--- src/rtl/bar_capture_pkg.sv ---
// Shared definitions for the bar_capture serial capture engine:
// FSM state codes, host register offsets and capture RAM geometry.
package bar_capture_pkg;

  typedef enum logic [1:0] {
    ST_IDLE    = 2'd0,
    ST_ARMED   = 2'd1,
    ST_CAPTURE = 2'd2,
    ST_DONE    = 2'd3
  } cap_state_t;

  localparam int unsigned CAP_DEPTH  = 64;
  localparam int unsigned CAP_BYTE_W = 8;
  localparam int unsigned REG_STATUS = 'h0;
  localparam int unsigned REG_ARM    = 'h10;
  localparam int unsigned REG_DIV    = 'h11;
  localparam int unsigned RAM_BASE   = 'h100;

endpackage

--- src/rtl/bar_capture_tick.sv ---
// Input synchronizer and bit-rate divider; divisor is latched only when the
// capture is armed so host writes mid-capture do not disturb pacing.
module bar_capture_tick (
  input  logic       i_clk,
  input  logic       i_rst,
  input  logic       i_sig,
  input  logic       i_load,
  input  logic [7:0] i_div,
  output logic       o_demo_s,
  output logic       o_tick
);

  logic [1:0] r_sync;
  logic [7:0] r_div_sh;
  logic [7:0] r_div_cnt;

  always_ff @(posedge i_clk or posedge i_rst) begin
    if (i_rst) begin
      r_sync    <= '0;
      r_div_sh  <= '0;
      r_div_cnt <= '0;
    end else begin
      r_sync <= {r_sync[0], i_sig};
      if (i_load) begin
        r_div_sh  <= i_div;
        r_div_cnt <= '0;
      end else if (o_tick) begin
        r_div_cnt <= '0;
      end else begin
        r_div_cnt <= r_div_cnt + 8'd1;
      end
    end
  end

  assign o_demo_s = r_sync[1];
  assign o_tick   = (r_div_cnt == r_div_sh);

endmodule

--- src/rtl/bar_capture.sv ---
// Serial capture engine: start-bit qualified, MSB-first deserializer that
// fills a 64-byte host-readable RAM, controlled through host registers.
module bar_capture
  import bar_capture_pkg::*;
#(
  parameter int AW = 24,
  parameter int DW = 32
) (
  input  logic          clk,
  input  logic          rst,
  input  logic          demo_sig,
  output logic          cap_busy,
  output logic          cap_done_stb,
  input  logic [AW-1:0] i_gb_addr,
  input  logic [DW-1:0] i_gb_wdata,
  input  logic          i_gb_we,
  output logic [DW-1:0] o_gb_rdata
);

`ifndef GHOSTBUS_bar_capture
`define GHOSTBUS_bar_capture
`endif
  `GHOSTBUS_bar_capture

  cap_state_t r_state;
  logic       r_arm, r_arm_q;
  logic [7:0] r_div;
  logic [6:0] r_count;
  logic [5:0] r_wptr;
  logic [2:0] r_bit_cnt;
  logic [7:0] r_shreg;
  logic       r_wr_pend;
  logic       r_done_stb;
  logic [CAP_BYTE_W-1:0] r_ram [CAP_DEPTH];

  logic w_arm_rise, w_load, w_demo_s, w_tick, w_ram_we;
  logic w_sel_status, w_sel_arm, w_sel_div, w_sel_ram;
  logic w_unused;

  assign w_arm_rise = r_arm & ~r_arm_q;
  assign w_load     = (r_state == ST_IDLE) & w_arm_rise;
  // A completed byte is committed one cycle after its last bit, unless aborted.
  assign w_ram_we   = (r_state == ST_CAPTURE) & r_arm & r_wr_pend;

  assign w_sel_status = (i_gb_addr == AW'(REG_STATUS));
  assign w_sel_arm    = (i_gb_addr == AW'(REG_ARM));
  assign w_sel_div    = (i_gb_addr == AW'(REG_DIV));
  assign w_sel_ram    = (i_gb_addr[AW-1:6] == (AW-6)'(RAM_BASE >> 6));
  assign w_unused     = ^i_gb_wdata[DW-1:8];

  bar_capture_tick u_tick (
    .i_clk    (clk),
    .i_rst    (rst),
    .i_sig    (demo_sig),
    .i_load   (w_load),
    .i_div    (r_div),
    .o_demo_s (w_demo_s),
    .o_tick   (w_tick)
  );

  always_ff @(posedge clk or posedge rst) begin
    if (rst) begin
      r_arm   <= 1'b0;
      r_arm_q <= 1'b0;
      r_div   <= '0;
    end else begin
      r_arm_q <= r_arm;
      if (i_gb_we && w_sel_arm) r_arm <= i_gb_wdata[0];
      if (i_gb_we && w_sel_div) r_div <= i_gb_wdata[7:0];
    end
  end

  always_ff @(posedge clk or posedge rst) begin
    if (rst) begin
      r_state    <= ST_IDLE;
      r_count    <= '0;
      r_wptr     <= '0;
      r_bit_cnt  <= '0;
      r_shreg    <= '0;
      r_wr_pend  <= 1'b0;
      r_done_stb <= 1'b0;
    end else begin
      r_wr_pend  <= 1'b0;
      r_done_stb <= 1'b0;
      case (r_state)
        ST_IDLE: begin
          if (w_arm_rise) begin
            r_state   <= ST_ARMED;
            r_count   <= '0;
            r_wptr    <= '0;
            r_bit_cnt <= '0;
          end
        end
        ST_ARMED: begin
          if (!r_arm) begin
            r_state <= ST_IDLE;
          end else if (w_tick && w_demo_s) begin
            r_state   <= ST_CAPTURE;
            r_bit_cnt <= '0;
          end
        end
        ST_CAPTURE: begin
          if (!r_arm) begin
            r_state <= ST_IDLE;
          end else begin
            if (r_wr_pend) begin
              r_wptr  <= r_wptr + 6'd1;
              r_count <= r_count + 7'd1;
              if (r_count == 7'(CAP_DEPTH - 1)) begin
                r_state    <= ST_DONE;
                r_done_stb <= 1'b1;
              end
            end
            if (w_tick) begin
              r_shreg   <= {r_shreg[6:0], w_demo_s};
              r_bit_cnt <= r_bit_cnt + 3'd1;
              r_wr_pend <= (r_bit_cnt == 3'd7);
            end
          end
        end
        ST_DONE: begin
          if (!r_arm) r_state <= ST_IDLE;
        end
        default: r_state <= ST_IDLE;
      endcase
    end
  end

  // Capture RAM is deliberately not reset so bytes survive an abort or reset.
  always_ff @(posedge clk) begin
    if (w_ram_we) r_ram[r_wptr] <= r_shreg;
  end

  always_comb begin
    o_gb_rdata = '0;
    if (w_sel_status) begin
      o_gb_rdata[6:0] = r_count;
      o_gb_rdata[9:8] = r_state;
    end else if (w_sel_arm) begin
      o_gb_rdata[0] = r_arm;
    end else if (w_sel_div) begin
      o_gb_rdata[7:0] = r_div;
    end else if (w_sel_ram) begin
      o_gb_rdata[7:0] = r_ram[i_gb_addr[5:0]];
    end
  end

  assign cap_busy     = (r_state == ST_ARMED) || (r_state == ST_CAPTURE);
  assign cap_done_stb = r_done_stb;

endmodule
--- config.mk ---
export PLATFORM = sky130hd
export DESIGN_NAME = bar_capture
export DESIGN_NICKNAME = d
export VERILOG_FILES = /design/src/rtl/bar_capture_pkg.sv /design/src/rtl/bar_capture_tick.sv /design/src/rtl/bar_capture.sv
export SDC_FILE = /design/constraint.sdc
export NUM_CORES = 1
export LEC_CHECK = 0
export BUFFER_PORTS_ARGS = -buffer_cell sky130_fd_sc_hd__buf_2
export CAP_MARGIN = 20
export CORE_UTILIZATION = 50
export CTS_CLUSTER_SIZE = 8
export DETAILED_ROUTE_END_ITERATION = 7
export PLACE_DENSITY = 0.69
export SYNTH_ARGS = -nofsm -noshare
export SYNTH_HDL_FRONTEND = slang
export SYNTH_SLANG_ARGS = --single-unit
--- constraint.sdc ---
create_clock -name clk -period 2.8 [get_ports clk]
set_clock_uncertainty 0.2 [all_clocks]
set_input_delay 0.42 -clock clk [delete_from_list [all_inputs] [get_ports clk]]
set_output_delay 0.42 -clock clk [all_outputs]
set_load 0.005 [all_outputs]
==> flow_metrics.py <==
metrics = {
    "layout": {
        "drive_above_1_share": 0.343,
        "postLayoutCellArea_mm2": 0.0274,
        "diodes": 0,
        "finish.utilization": 0.614,
        "area_growth_pct": 20.3,
        "layout_common_cells": "edfxtp_1, buf_4, mux4_2",
        "nets": 1536,
        "mostFrequentLayoutCell": "edfxtp_1",
    },
    "floorplanning": {
        "start_util": 0.511,
        "rows": 77,
        "core_area_mm2": 0.0446,
        "die_y_um": 215,
        "dieArea_mm2": 0.0464,
        "die-width_um": 215,
        "num_io_pins": 94,
    },
    "timing": {
        "period_needed_ns": 3.31,
        "setup_tns_ns": -1.83,
        "hold_violations": 0,
        "relSlewSlack": 0.463,
        "finalCritPeriodShare": 1.18,
        "tightest_slew_ns": 0.806,
        "fmax_mhz": 302,
        "timing.final.ws_setup_ns": -0.512,
        "final-setup-viol-count": 8,
        "slew_violations": 0,
        "rsz0062_at_grt": "true",
    },
    "grt": {
        "overflow": 0,
        "grt_max_degree": 67,
        "groute.usage.overall": 0.232,
        "antenna_found_initial": 0,
        "first_global_vias": 12774,
        "grt_pass1_wl_mm": 79.2,
    },
    "synth": {
        "synth_compound_area_frac": 0.0248,
        "synthXorXnorAreaFrac": 0.00884,
        "synth_edf_count": 512,
        "syn_inst": 1200,
        "ys_seq_area_frac": 0.736,
        "post-synth-top-area-fraction": 0.675,
        "synth-adder-area-share": 0.00494,
        "yosysWarnings": 0,
        "synth_area_mm2": 0.0228,
        "synthFlopType": "edfxtp_1",
        "yosys-top-cells-area": "edfxtp_1, mux4_2, dfrtp_1, mux2i_1, nor2_1",
        "synth_top_family_by_area": "multiplexers",
        "synthMuxAreaShare": 0.154,
        "async_reset_ff_frac": 0.0986,
        "yosys.area_share.simple": 0.0493,
        "postSynthAreaPerCell_um2": 19.0,
        "ys_ff_latch": 568,
        "synthDistinctLibCells": 48,
        "yosysTopAreaCell": "edfxtp_1",
    },
    "run_status": {
        "outcome": "finished with violations",
        "violations": "setup timing",
    },
    "detailed_routing": {
        "wl_mm": 52.3,
        "top_layer": "met4",
        "drc": 0,
        "wire_per_inst_um": 25.1,
        "dr.pass1.iters": 5,
        "drtIter0Drc": 1455,
        "via_per_inst": 5.96,
        "via_count": 12409,
        "wl_met3_mm": 3.96,
        "ant_nets": 0,
        "met1_length_mm": 21.1,
        "route.met2.wl_mm": 25.6,
    },
    "clocking": {
        "clk-insertion-delay-late_ns": 0.59,
        "root_buffer": "clkbuf_16",
        "cts_tree": "done",
        "numCtsBuffers": 80,
        "cts.clk_slew.worst_paths_ns": 0.05,
        "cts_sinks": 568,
        "h-tree-depth": 3,
        "cts_buffer_depth": 3,
    },
    "setup_path": {
        "r2r_end": "r_ram[3][4]",
        "critPathKind": "flip-flop to primary output",
        "reg2reg_depth": 7,
        "cp-startpoint": "r_ram[58][7]",
        "timing.rr.start": "r_state[0]",
        "crit_required_ns": 2.18,
        "rrSetupSlack_ns": 0.21,
        "startpoint_type": "flip-flop",
        "path_max_fanout": 1,
        "cp-endpoint": "o_gb_rdata[7]",
        "cp.arrival_ns": 2.69,
        "cp-end-kind": "primary output",
    },
    "power": {
        "ir_drop_v": 0.000445,
        "power_uw": 18000,
        "powerDensity_mw_per_mm2": 658,
        "leakage_uw": 0.00837,
    },
    "hold_path": {
        "hp-class": "flip-flop to flip-flop",
    },
    "place": {
        "place_congestion": 0.852,
        "port_buffers": 47,
        "place_area_mm2": 0.0249,
        "dp_slack_ns": -0.301,
        "dp_hpwl_mm": 33.8,
    },
    "flow_run": {
        "maxCapViolations": 0,
    },
}
where the power goes:
group	leakage [µW]	internal, µW	switching (µW)
Sequential	0.00429	9140	0.750
Combinational	0.00303	226	262
Clock	0.00105	5210	3210
Total	0.00837	14600	3470
flip-flops by register name, indices dropped and copies added, names as in the netlist, 3 cells and up:
signal            flops
r_bit_cnt             3
r_count               7
r_div                 8
r_ram               512
r_shreg               8
r_wptr                6
u_tick.r_div_cnt      8
u_tick.r_div_sh       8
cell usage after synthesis (2+ instances only):
cell / number
a21oi_1: 3
a221oi_1: 3
a22o_1: 3
a22oi_1: 26
a31oi_1: 5
a32oi_1: 5
and2_1: 4
and3_1: 7
buf_1: 9
buf_2: 16
buf_4: 27
buf_6: 4
clkbuf_1: 23
dfrtp_1: 56
edfxtp_1: 512
ha_1: 9
inv_1: 9
mux2_2: 27
mux2i_1: 40
mux4_2: 125
nand2_1: 51
nand2b_1: 2
nand3_1: 28
nand3b_1: 5
nand4_1: 14
nor2_1: 98
nor2b_1: 12
nor3_1: 5
nor4_1: 7
o2111ai_1: 5
o21ai_0: 10
o221ai_1: 4
o22ai_1: 3
o311ai_0: 3
or2_2: 2
or3_1: 4
or3b_2: 2
xor2_1: 22
timing repair:
| item | CTS | global route |
|---|---|---|
| gates resized for setup | 33 | 7 |
| setup endpoints to repair | 10 | 10 |
| pin swaps | 16 | 5 |
| buffers inserted | 1 | 4 |
| endpoints found under the hold margin | 30 | 0 |
| hold buffers | 11 | 0 |
worst min-delay path by stage:
stage                             to  cells past startpoint  slack (ns)             start
floorplan           u_tick.r_sync[1]                      0        0.13  u_tick.r_sync[0]
global placement    u_tick.r_sync[1]                      0        0.14  u_tick.r_sync[0]
detailed placement  u_tick.r_sync[1]                      0        0.15  u_tick.r_sync[0]
CTS                 u_tick.r_sync[1]                      0        0.16  u_tick.r_sync[0]
global route        u_tick.r_sync[1]                      0        0.16  u_tick.r_sync[0]
finish              u_tick.r_sync[1]                      0        0.16  u_tick.r_sync[0]
area by class of cell:
class / instances / area (µm²)
Inverter: 9 / 33.8
Fill cell: 3029 / 17200
Multi-Input combinational cell: 565 / 5760
Clock inverter: 3 / 33.8
Tap cell: 592 / 741
Timing Repair Buffer: 243 / 1930
Sequential cell: 568 / 16800
Clock buffer: 101 / 2120
through the flow:
step	std cells	hold WS, ns
after floorplan	1221	0.131
after global placement	1961	0.142
after detailed placement	1961	0.146
after CTS	2077	0.164
after global routing	2081	0.164
final	2081	0.160
critical path, stage by stage (launching register included):
cell      delay [ns]
edfxtp_1        0.40
mux4_2          0.49
mux4_2          0.53
mux2_4          0.31
a22oi_2         0.12
nand2_1         0.11
buf_2           0.14
per-layer routing:
layer  vias to the layer above  GRT usage
met5                         -          0
met4                         0     0.0960
met3                       114     0.0376
met2                       575      0.375
met1                      6418      0.316
li1                       5302          -
cells by family (layout without fill, tap and decap cells):
kind of cell | Yosys count | count (layout)
DFF | 568 | 568
and+or+nand+nor | 243 | 243
muxes | 192 | 192
buffers and inverters | 88 | 356
AOI/OAI and AO/OA | 76 | 76
xor gates and xnor gates | 23 | 23
adders and majority gates | 9 | 9
other | 1 | 22
Note: power is estimated with default switching activity, not from simulation.
